--- src/rtl/amp_envelope.sv ---
// Envelope detector for the receive chain: alpha-max-plus-beta-min magnitude
// estimate followed by peak-hold with exponential release.
module amp_envelope #(
    parameter int unsigned NBITS        = 16,
    parameter int unsigned HOLD_SAMPLES = 64,
    parameter int unsigned DECAY_SHIFT  = 6
) (
    input  logic             clk,
    input  logic             rst,
    input  logic             valid,
    input  logic [NBITS-1:0] i_data,
    input  logic [NBITS-1:0] q_data,
    output logic [NBITS-1:0] amplitude,
    output logic             amp_valid
);

    localparam int unsigned HOLD_W = 16;
    localparam int unsigned SUM_W  = NBITS + 1;

    localparam logic [NBITS-1:0] MOST_NEG = {1'b1, {(NBITS-1){1'b0}}};
    localparam logic [NBITS-1:0] MOST_POS = {1'b0, {(NBITS-1){1'b1}}};
    localparam logic [NBITS-1:0] MAG_MAX  = {NBITS{1'b1}};

    // Absolute value with the most-negative code saturating to the largest positive
    function automatic logic [NBITS-1:0] sat_abs(input logic [NBITS-1:0] x);
        if (x == MOST_NEG)
            return MOST_POS;
        else if (x[NBITS-1])
            return (~x) + NBITS'(1);
        else
            return x;
    endfunction

    logic             v1, v2, v3;
    logic [NBITS-1:0] abs_i, abs_q;
    logic [NBITS-1:0] mx, mn;
    logic [NBITS-1:0] mag;
    logic [HOLD_W-1:0] hold_cnt;

    logic [NBITS-1:0]  abs_i_c, abs_q_c;
    logic [NBITS-1:0]  mx_c, mn_c;
    logic [SUM_W-1:0]  sum_c;
    logic [NBITS-1:0]  mag_c;
    logic [NBITS-1:0]  dec_c;
    logic [NBITS-1:0]  rel_c;
    logic [NBITS-1:0]  env_nxt_c;
    logic [HOLD_W-1:0] hold_nxt_c;

    // Magnitude datapath, one stage per edge
    always_comb begin
        abs_i_c = sat_abs(i_data);
        abs_q_c = sat_abs(q_data);

        mx_c = (abs_i >= abs_q) ? abs_i : abs_q;
        mn_c = (abs_i >= abs_q) ? abs_q : abs_i;

        sum_c = SUM_W'(mx) + SUM_W'(mn >> 2) + SUM_W'(mn >> 3);
        mag_c = sum_c[SUM_W-1] ? MAG_MAX : sum_c[NBITS-1:0];
    end

    always_ff @(posedge clk or posedge rst) begin
        if (rst) begin
            v1    <= 1'b0;
            v2    <= 1'b0;
            v3    <= 1'b0;
            abs_i <= '0;
            abs_q <= '0;
            mx    <= '0;
            mn    <= '0;
            mag   <= '0;
        end else begin
            v1    <= valid;
            v2    <= v1;
            v3    <= v2;
            abs_i <= abs_i_c;
            abs_q <= abs_q_c;
            mx    <= mx_c;
            mn    <= mn_c;
            mag   <= mag_c;
        end
    end

    // Peak-hold / release; bubbles leave env and the hold counter untouched
    always_comb begin
        env_nxt_c  = amplitude;
        hold_nxt_c = hold_cnt;
        dec_c      = amplitude >> DECAY_SHIFT;
        if (dec_c == '0 && amplitude != '0)
            dec_c = NBITS'(1);
        rel_c = amplitude - dec_c;

        if (v3) begin
            if (mag >= amplitude) begin
                env_nxt_c  = mag;
                hold_nxt_c = HOLD_W'(HOLD_SAMPLES);
            end else if (hold_cnt != '0) begin
                hold_nxt_c = hold_cnt - HOLD_W'(1);
            end else begin
                env_nxt_c = (mag > rel_c) ? mag : rel_c;
            end
        end
    end

    always_ff @(posedge clk or posedge rst) begin
        if (rst) begin
            amplitude <= '0;
            hold_cnt  <= '0;
            amp_valid <= 1'b0;
        end else begin
            amplitude <= env_nxt_c;
            hold_cnt  <= hold_nxt_c;
            amp_valid <= v3;
        end
    end

endmodule

--- config.mk ---
export PLATFORM = sky130hd
export DESIGN_NAME = amp_envelope
export DESIGN_NICKNAME = d
export VERILOG_FILES = /design/src/rtl/amp_envelope.sv
export SDC_FILE = /design/constraint.sdc
export NUM_CORES = 1
export LEC_CHECK = 0
export ABC_AREA = 1
export BUFFER_PORTS_ARGS = -buffer_cell sky130_fd_sc_hd__buf_2
export CAP_MARGIN = 20
export CORE_AREA = 2 2 126 128
export DETAILED_ROUTE_END_ITERATION = 7
export DIE_AREA = 0 0 128 130
export GPL_ROUTABILITY_DRIVEN = 1
export PLACE_DENSITY = 0.8
export SLEW_MARGIN = 20
export SYNTH_ARGS = -nofsm -noshare
export SYNTH_HDL_FRONTEND = slang
export SYNTH_SLANG_ARGS = --single-unit
export TNS_END_PERCENT = 100
--- constraint.sdc ---
create_clock -name clk -period 5.2 [get_ports clk]
set_input_delay 1.04 -clock clk [delete_from_list [all_inputs] [get_ports clk]]
set_output_delay 1.04 -clock clk [all_outputs]
set_load 0.01 [all_outputs]
==> results.json, run 1 <==
{
  "status": "completed",
  "wl_per_cell_um": 12.52,
  "drtAntennaViolNets": 0,
  "stdcell_count": 1331,
  "cts_made_buffers": 17,
  "synth_seq_area_share_pct": 34.72,
  "yosys-top-cells-count": "nand2_1 (313), inv_1 (156), dfrtp_1 (114)",
  "arrival_ns": 4.35,
  "yosys-top-cells-area": "dfrtp_1 (35%), nand2_1 (14%), ha_1 (12%), inv_1 (7.1%), nand3_1 (4.5%)",
  "rsz0062_at_grt": "false",
  "grt_start_max_net_pins": 78,
  "fin_area_um2": 9230,
  "period_needed_ns": 4.036,
  "design.portCount": 52,
  "r2r_cells": 23,
  "grt-ovfl-total": 0,
  "gp_congestion": 0.9552,
  "crit_slowest_cell": "nand2_2",
  "syn_avg_cell_area_um2": 7.635,
  "netlist_area_um2": 8215,
  "synthFlopType": "dfrtp_1",
  "endpoint": "amplitude[1]",
  "worstMarginPinSlew_ns": 1.061,
  "fin_skew_ns": 0.01127,
  "die_h_um": 130,
  "clk_latency_ns": 0.42,
  "critPathMostFrequentCell": "nand2_1",
  "vdd_ir_drop_max_v": 0.0004049,
  "r2r_slack_ns": 1.16,
  "setup.worst_path.start": "amplitude[2]",
  "drv_slew": 0,
  "worst-endpoint-required_ns": 5.51,
  "syn_inst": 1076,
  "min_path_type": "register to register",
  "synth_top_area_share_pct": 34.72,
  "antenna_found_initial": 0,
  "synth_edf_count": 0,
  "drive_gt1_share_pct": 11.15,
  "ys_seq_elements": 114,
  "postCtsResizedCells": 0,
  "maxCapViolCount": 0,
  "viasPerCell": 5.176,
  "cts_setup_buffers": 0,
  "syn-num-nets": 1202,
  "place_area_um2": 8605,
  "cts_root_buffer": "clkbuf_16",
  "die_w_um": 128,
  "cts.sinks": 114,
  "relSlewSlack_pct": 29.30,
  "rows": 46,
  "synth_cell_types": 50,
  "setup_violations": 0,
  "grt_pass1_vias": 6782,
  "place_hpwl_mm": 12.67,
  "p_leak_nw": 4.981,
  "htree_levels": 4,
  "dieArea_um2": 16640,
  "worstPathMaxFanout": 17,
  "postCtsHoldBufs": 0,
  "cp-start-kind": "register",
  "core_area_um2": 15420,
  "drt-total-wl_mm": 16.66,
  "power.density_nw_per_um2": 714.6,
  "fin_crit_sh_pct": 77.61,
  "num_vias": 6889,
  "antenna_cells": 0,
  "drtIter0Drc": 420,
  "fin_tns_setup_ns": 0,
  "max_freq_mhz": 247.8,
  "fin_util_pct": 59.84,
  "drc": 0,
  "worst_path_largest_cell_delay_ns": 0.43,
  "worst_setup_path_end_kind": "register",
  "cts_tree": "done",
  "rr_endpoint": "amplitude[1]",
  "synth.most_common_cell": "nand2_1",
  "path_cells": "nor4_1 -> a31o_2 -> o31ai_1 -> ha_1 -> fa_1 -> inv_1 -> nand4_1 -> nand2_1 -> nand2_1 -> nand3_1 -> nand2_1 -> ha_1 -> nand2_1 -> inv_1 -> nand3_1 -> nor2_1 -> nand2_1 -> nand2_1 -> nand2_1 -> nand2_2 -> nand2_1 -> nand3_2 -> nand2_1",
  "clockBufferDepth": 2,
  "synthArstFlopShare_pct": 100.0,
  "worstSetupPathType": "register to register",
  "r2r-start": "amplitude[2]",
  "yosysTopAreaCell": "dfrtp_1",
  "grt_usage_pct": 21.99,
  "final_nets": 1252,
  "grt_pass1_wl_mm": 29.55,
  "start_util_pct": 53.26,
  "firstDrtPassIters": 5,
  "path_clk_slew_ns": 0.06,
  "hold_viol": 0,
  "area_delta_synth_final_pct": 12.35,
  "ys_warn_count": 0,
  "dp.cells": 1299,
  "portBuffers": 51
}
## power by group
part,leakage (nW),switching (W),internal [W]
combinational,3.28,0.00252,0.00144
clock,0.302,0.000389,0.000815
sequential,1.40,0.000276,0.00115
## cells in the final DEF (no fill, tap or decap), drive strengths merged, types with 9 or more instances in the layout
cell / netlist / layout
fa: 15 / 15
buf: 15 / 53
xor2: 25 / 25
nand2: 317 / 317
inv: 157 / 157
ha: 76 / 76
or2: 11 / 11
nor2: 78 / 78
clkbuf: 7 / 24
xnor2: 12 / 12
nor3: 18 / 18
dfrtp: 114 / 114
nand4: 9 / 9
o21ai: 60 / 60
nand3: 86 / 86
a21oi: 40 / 40
## layout make-up
| type | count | area [um2] |
|---|---|---|
| repair buffers | 53 | 270.3 |
| flip-flops and latches | 114 | 2853 |
| inverters | 158 | 600.6 |
| clock inverters | 8 | 123.9 |
| multi-input cells | 782 | 4641 |
| fillers | 1384 | 6195 |
| well taps | 192 | 240.2 |
| clock buffers | 24 | 501.7 |
## sequential cells by signal, summed over array words and instances (netlist names)
register   cells
abs_i         16
abs_q         16
amp_valid      1
amplitude     16
hold_cnt      16
mag           16
mn            14
mx            16
v1             1
v2             1
v3             1
## cells by family (layout without fill, tap and decap cells)
group / count (synthesis) / in the layout / synth area share [%]
simple gates: 532 / 532 / 28.78
buf+inv: 180 / 243 / 8.788
compound gates: 122 / 122 / 8.529
flops: 114 / 114 / 34.72
fa+ha+maj: 91 / 91 / 15.23
xor+xnor: 37 / 37 / 3.945
## worst max-delay path: cells and delay by family (launching register included)
| family | cells | cell delay, ns |
|---|---|---|
| buf+inv | 2 | 0.15 |
| compound gates | 2 | 0.25 |
| fa+ha+maj | 3 | 0.90 |
| flops | 1 | 0.42 |
| simple gates | 16 | 2.20 |
## routing by layer
| layer | share of wire (%) | GRT usage, % | wire length, um | vias up |
|---|---|---|---|---|
| met2 | 49 | 39.13 | 8081 | 181 |
| met1 | 43 | 25.72 | 7232 | 3124 |
| met5 | 0 | 0 | 0 | - |
| met4 | 3.7 | 10.67 | 618 | 0 |
| met3 | 4.4 | 4.141 | 728 | 53 |
| li1 | - | - | - | 3531 |
## per-stage QoR
stage | hold WS (ns) | setup slack, ns | total power [W]
finish | 0.3461 | 1.164 | 0.006596
global route | 0.3561 | 0.7392 | 0.007317
CTS | 0.3451 | 1.199 | 0.006584
detailed placement | 0.3347 | 1.201 | 0.005316
global placement | 0.3333 | 1.395 | 0.005187
floorplan | 0.3312 | 1.144 | 0.004500
## worst min path at each step
| stage | start | to | cells after the start | slack (ns) |
|---|---|---|---|---|
| 2_1_floorplan | v1 | v2 | 0 | 0.33 |
| 3_3_place_gp | v2 | v3 | 0 | 0.33 |
| 3_5_place_dp | v1 | v2 | 0 | 0.33 |
| 4_1_cts | v1 | v2 | 0 | 0.35 |
| 5_1_grt | v2 | v3 | 0 | 0.36 |
| 6_report | v1 | v2 | 0 | 0.35 |
Power figures use the tool's default switching activity.
==> inputs of run 2 (changes only) <==
Clock period 5.2 ns to 3.9 ns, I/O delays scaled along.
==> results.json, run 2 (synthesis gave the netlist of run 1 again) <==
{
  "drv_slew": 0,
  "path_clk_slew_ns": 0.05,
  "r2r-start": "amplitude[10]",
  "drc": 0,
  "die_w_um": 128,
  "status": "completed",
  "grt-ovfl-total": 0,
  "design.portCount": 52,
  "firstDrtPassIters": 5,
  "cts_made_buffers": 17,
  "drive_gt1_share_pct": 12.48,
  "worst-endpoint-required_ns": 4.22,
  "final_nets": 1259,
  "rsz0062_at_grt": "false",
  "worstMarginPinSlew_ns": 0.8416,
  "critPathMostFrequentCell": "nand2_1",
  "layout_commonest_cell": "nand2_1",
  "start_util_pct": 53.26,
  "cts_root_buffer": "clkbuf_16",
  "grt_pass1_wl_mm": 30.53,
  "rows": 46,
  "drt-total-wl_mm": 17.19,
  "core_area_um2": 15420,
  "max_freq_mhz": 281.1,
  "relSlewSlack_pct": 43.90,
  "cts.sinks": 114,
  "r2r_slack_ns": 0.34,
  "place_hpwl_mm": 13.27,
  "grt_usage_pct": 22.96,
  "die_h_um": 130,
  "hold_viol": 0,
  "gp_congestion": 0.9344,
  "drtAntennaViolNets": 0,
  "min_path_type": "register to register",
  "drtIter0Drc": 422,
  "viasPerCell": 5.194,
  "setup.worst_path.start": "amplitude[10]",
  "grt_pass1_vias": 6993,
  "crit_slowest_cell": "dfrtp_2",
  "finalWorstSetupSlack_ns": 0.3425,
  "grt_start_max_net_pins": 87,
  "htree_levels": 4,
  "fin_tns_setup_ns": 0,
  "worst_setup_path_end_kind": "register",
  "min_from": "v2",
  "fin_skew_ns": 0.006682,
  "worstPathMaxFanout": 7,
  "wl_per_cell_um": 12.85,
  "arrival_ns": 3.87,
  "num_vias": 6949,
  "mostFrequentLayoutCells": "nand2_1 (312), inv_1 (155), dfrtp_1 (111)",
  "antenna_cells": 0,
  "vdd_ir_drop_max_v": 0.0004880,
  "postCtsHoldBufs": 0,
  "place_ws_ns": 0.09683,
  "fin_crit_sh_pct": 91.22,
  "area_delta_synth_final_pct": 13.97,
  "power_w": 0.009229,
  "cp-start-kind": "register",
  "power.density_nw_per_um2": 985.8,
  "maxCapViolCount": 0,
  "clockBufferDepth": 2,
  "cts_tree": "done",
  "portBuffers": 51,
  "worst_path_largest_cell_delay_ns": 0.44,
  "antenna_found_initial": 0,
  "dieArea_um2": 16640,
  "clk_latency_ns": 0.43,
  "path_cells": "nor2_1 -> nand2_1 -> a31o_2 -> o31ai_2 -> ha_2 -> inv_1 -> nand2_1 -> nand3_1 -> xnor2_1 -> ha_1 -> a21oi_1 -> nor2_1 -> nor2_1 -> nand2_1 -> nand2_1 -> nand2_1 -> nand2_4 -> buf_4 -> nand3_1 -> nand3_1 -> nand2_1",
  "period_needed_ns": 3.558,
  "worstSetupPathType": "register to register",
  "p_leak_nw": 5.036,
  "setup_violations": 0
}
[run 2: cell count changes in the layout (fill, tap and decap cells not counted), moves of 2 or more]
cell and change:
clkbuf_8 -5, bufinv_16 +3, clkbuf_1 -2, inv_6 +6, buf_4 +6, dfrtp_2 +3, dfrtp_1 -3, nand2_4 +2
[run 2: per-stage QoR]
stage	std cells	hold WS, ns	area (um2)	utilization, %
floorplan	1076	0.3312	8215	-
global placement	1304	0.3333	8642	56.03
detailed placement	1304	0.3594	8642	56.03
CTS	1336	0.3692	9320	60.42
global route	1338	0.3665	9363	60.70
finish	1338	0.3613	9363	60.70
[run 2: metal layers]
metal  up-vias  global-route usage, %  part of all wire, %
li1       3552                      -                    -
met1      3155                  26.17                   42
met2       188                  40.99                   50
met3        54                  5.207                  4.2
met4         0                  11.12                  3.5
met5         -                      0                    0
[run 2: final timing paths]
kind                                 endpoint  cells past startpoint
worst min register to register             v3                      0
worst max-delay path            amplitude[12]                     21
worst max register to register  amplitude[12]                     21
min in group asynchronous           abs_i[14]                      2
max in group asynchronous               mx[2]                      3
worst min-delay path                       v3                      0
[run 2: final cells by class]
class,count,area (um2)
Clock buffer,17,425.4
Clock inverter,15,252.7
Fill cell,1334,6062
Inverter,158,603.1
Multi-Input combinational cell,783,4669
Sequential cell,114,2856
Tap cell,192,240.2
Timing Repair Buffer,59,315.3
[run 2: worst max-delay path: cells and delay by family (launching register included)]
family	cells	cell delay, ns
fa+ha+maj	2	0.54
simple gates	13	1.28
buf+inv	2	0.20
flops	1	0.44
xor+xnor	1	0.37
compound gates	3	0.60
[run 2: what timing repair did]
action                                  CTS  global route
buffers inserted                          0             1
endpoints found under the setup margin    0            16
endpoints found under the hold margin     0             0
resized for setup                         0             9
[run 2: power by group]
part	internal, W	switching, W	total, W
Clock	0.00120	0.000574	0.00178
Combinational	0.00204	0.00353	0.00557
Sequential	0.00154	0.000341	0.00188
Total	0.00478	0.00444	0.00923
==> inputs of run 3 (changes only) <==
Settings changed: MAX_ROUTING_LAYER set to met4.
==> results.json, run 3 (synthesis gave the netlist of run 1 again) <==
{
  "num-fill-cells": 1334,
  "power.density_nw_per_um2": 985.5,
  "viasPerCell": 5.203,
  "relSlewSlack_pct": 43.83,
  "critPathMostFrequentCell": "nand2_1",
  "drt-total-wl_mm": 17.18,
  "worst_setup_path_end_kind": "register",
  "cts.sinks": 114,
  "period_needed_ns": 3.565,
  "setup_violations": 0,
  "die_w_um": 128,
  "cts_tree": "done",
  "setup.worst_path.start": "amplitude[10]",
  "grt_pass1_wl_mm": 30.53,
  "worst-endpoint-required_ns": 4.21,
  "area_delta_synth_final_pct": 13.97,
  "drc": 0,
  "worstPathMaxFanout": 7,
  "grt_usage_pct": 23.69,
  "mostFrequentLayoutCells": "nand2_1 (312), inv_1 (155), dfrtp_1 (111)",
  "portBuffers": 51,
  "design.portCount": 52,
  "min_path_type": "register to register",
  "vdd_ir_drop_max_v": 0.0004865,
  "fin_crit_sh_pct": 91.42,
  "antenna_cells": 0,
  "cp-start-kind": "register",
  "crit_buf_inv": 2,
  "start_util_pct": 53.26,
  "grt_start_max_net_pins": 87,
  "cts_root_buffer": "clkbuf_16",
  "drtIter0Drc": 455,
  "gp_congestion": 0.9510,
  "die_h_um": 130,
  "drv_slew": 0,
  "critPathTopFamily": "simple AND/OR/NAND/NOR gates",
  "place_hpwl_mm": 13.27,
  "clockBufferDepth": 2,
  "postCtsHoldBufs": 0,
  "antenna_found_initial": 0,
  "wl_per_cell_um": 12.84,
  "worstMarginPinSlew_ns": 0.8425,
  "grt_pass1_vias": 6980,
  "num_vias": 6961,
  "status": "completed",
  "firstDrtPassIters": 5,
  "r2r-start": "amplitude[10]",
  "path_clk_slew_ns": 0.05,
  "htree_levels": 4,
  "rows": 46,
  "crit_slowest_cell": "dfrtp_2",
  "worstSetupPathType": "register to register",
  "grt-ovfl-total": 0,
  "arrival_ns": 3.88,
  "p_leak_nw": 5.036,
  "maxCapViolCount": 0,
  "min_from": "v2",
  "dp.cells": 1304,
  "path_cells": "nor2_1 -> nand2_1 -> a31o_2 -> o31ai_2 -> ha_2 -> inv_1 -> nand2_1 -> nand3_1 -> xnor2_1 -> ha_1 -> a21oi_1 -> nor2_1 -> nor2_1 -> nand2_1 -> nand2_1 -> nand2_1 -> nand2_4 -> buf_4 -> nand3_1 -> nand3_1 -> nand2_1",
  "dieArea_um2": 16640,
  "rsz0062_at_grt": "false",
  "core_area_um2": 15420,
  "final_nets": 1259,
  "fin_tns_setup_ns": 0,
  "cts_made_buffers": 17,
  "fin_skew_ns": 0.007027,
  "layout_commonest_cell": "nand2_1",
  "hold_viol": 0,
  "drtAntennaViolNets": 0,
  "worst_path_largest_cell_delay_ns": 0.44,
  "drive_gt1_share_pct": 12.48,
  "stdcell_count": 1338,
  "max_freq_mhz": 280.5,
  "clk_latency_ns": 0.43
}
## run 3: cell counts in the layout (fill, tap and decap cells not counted)
Identical to the previous run, type by type.
## run 3: through the flow
stage	hold WS (ns)	total power (W)	setup slack (ns)	utilization, %	cell area (um2)
finish	0.3607	0.009227	0.3345	60.70	9363
global route	0.3666	0.01017	0.01363	60.70	9363
CTS	0.3692	0.009085	0.08199	60.42	9320
detailed placement	0.3594	0.007245	0.09683	56.03	8642
global placement	0.3333	0.007015	0.2970	56.03	8642
floorplan	0.3312	0.006000	0.1043	-	8215
## run 3: layout make-up
| cell class | count | area [um2] | share of cell area (%) |
|---|---|---|---|
| Clock buffer | 17 | 425.4 | 4.544 |
| Clock inverter | 15 | 252.7 | 2.699 |
| Multi-Input combinational cell | 783 | 4669 | 49.87 |
| Inverter | 158 | 603.1 | 6.441 |
| Sequential cell | 114 | 2856 | 30.51 |
| Timing Repair Buffer | 59 | 315.3 | 3.368 |
| Tap cell | 192 | 240.2 | 2.566 |
## run 3: path summary, 6_finish.rpt
check | end | slack [ns] | cells past startpoint
hold reg to reg | v3 | 0.36 | 0
setup / recovery | amplitude[12] | 0.33 | 21
setup reg to reg | amplitude[12] | 0.33 | 21
min in group asynchronous | abs_i[14] | 0.50 | 2
max in group asynchronous | mn[7] | 2.58 | 3
hold / removal | v3 | 0.36 | 0
## run 3: what timing repair did
action	in CTS	in global routing
endpoints found under the setup margin	0	16
buffers inserted	0	1
gates resized for setup	0	9
## run 3: report_power, final
part	leakage (nW)	switching, W	internal (W)	total, W
registers	1.39	0.000343	0.00154	0.00188
logic	3.32	0.00353	0.00204	0.00557
clock network	0.325	0.000572	0.00120	0.00178
## run 3: per-layer routing
metal | vias up | routed length, um | track usage [%]
met1 | 3159 | 7215 | 26.22
li1 | 3549 | - | -
met5 | - | 0 | -
met4 | 0 | 587 | 11.12
met3 | 51 | 771 | 5.207
met2 | 202 | 8602 | 40.99
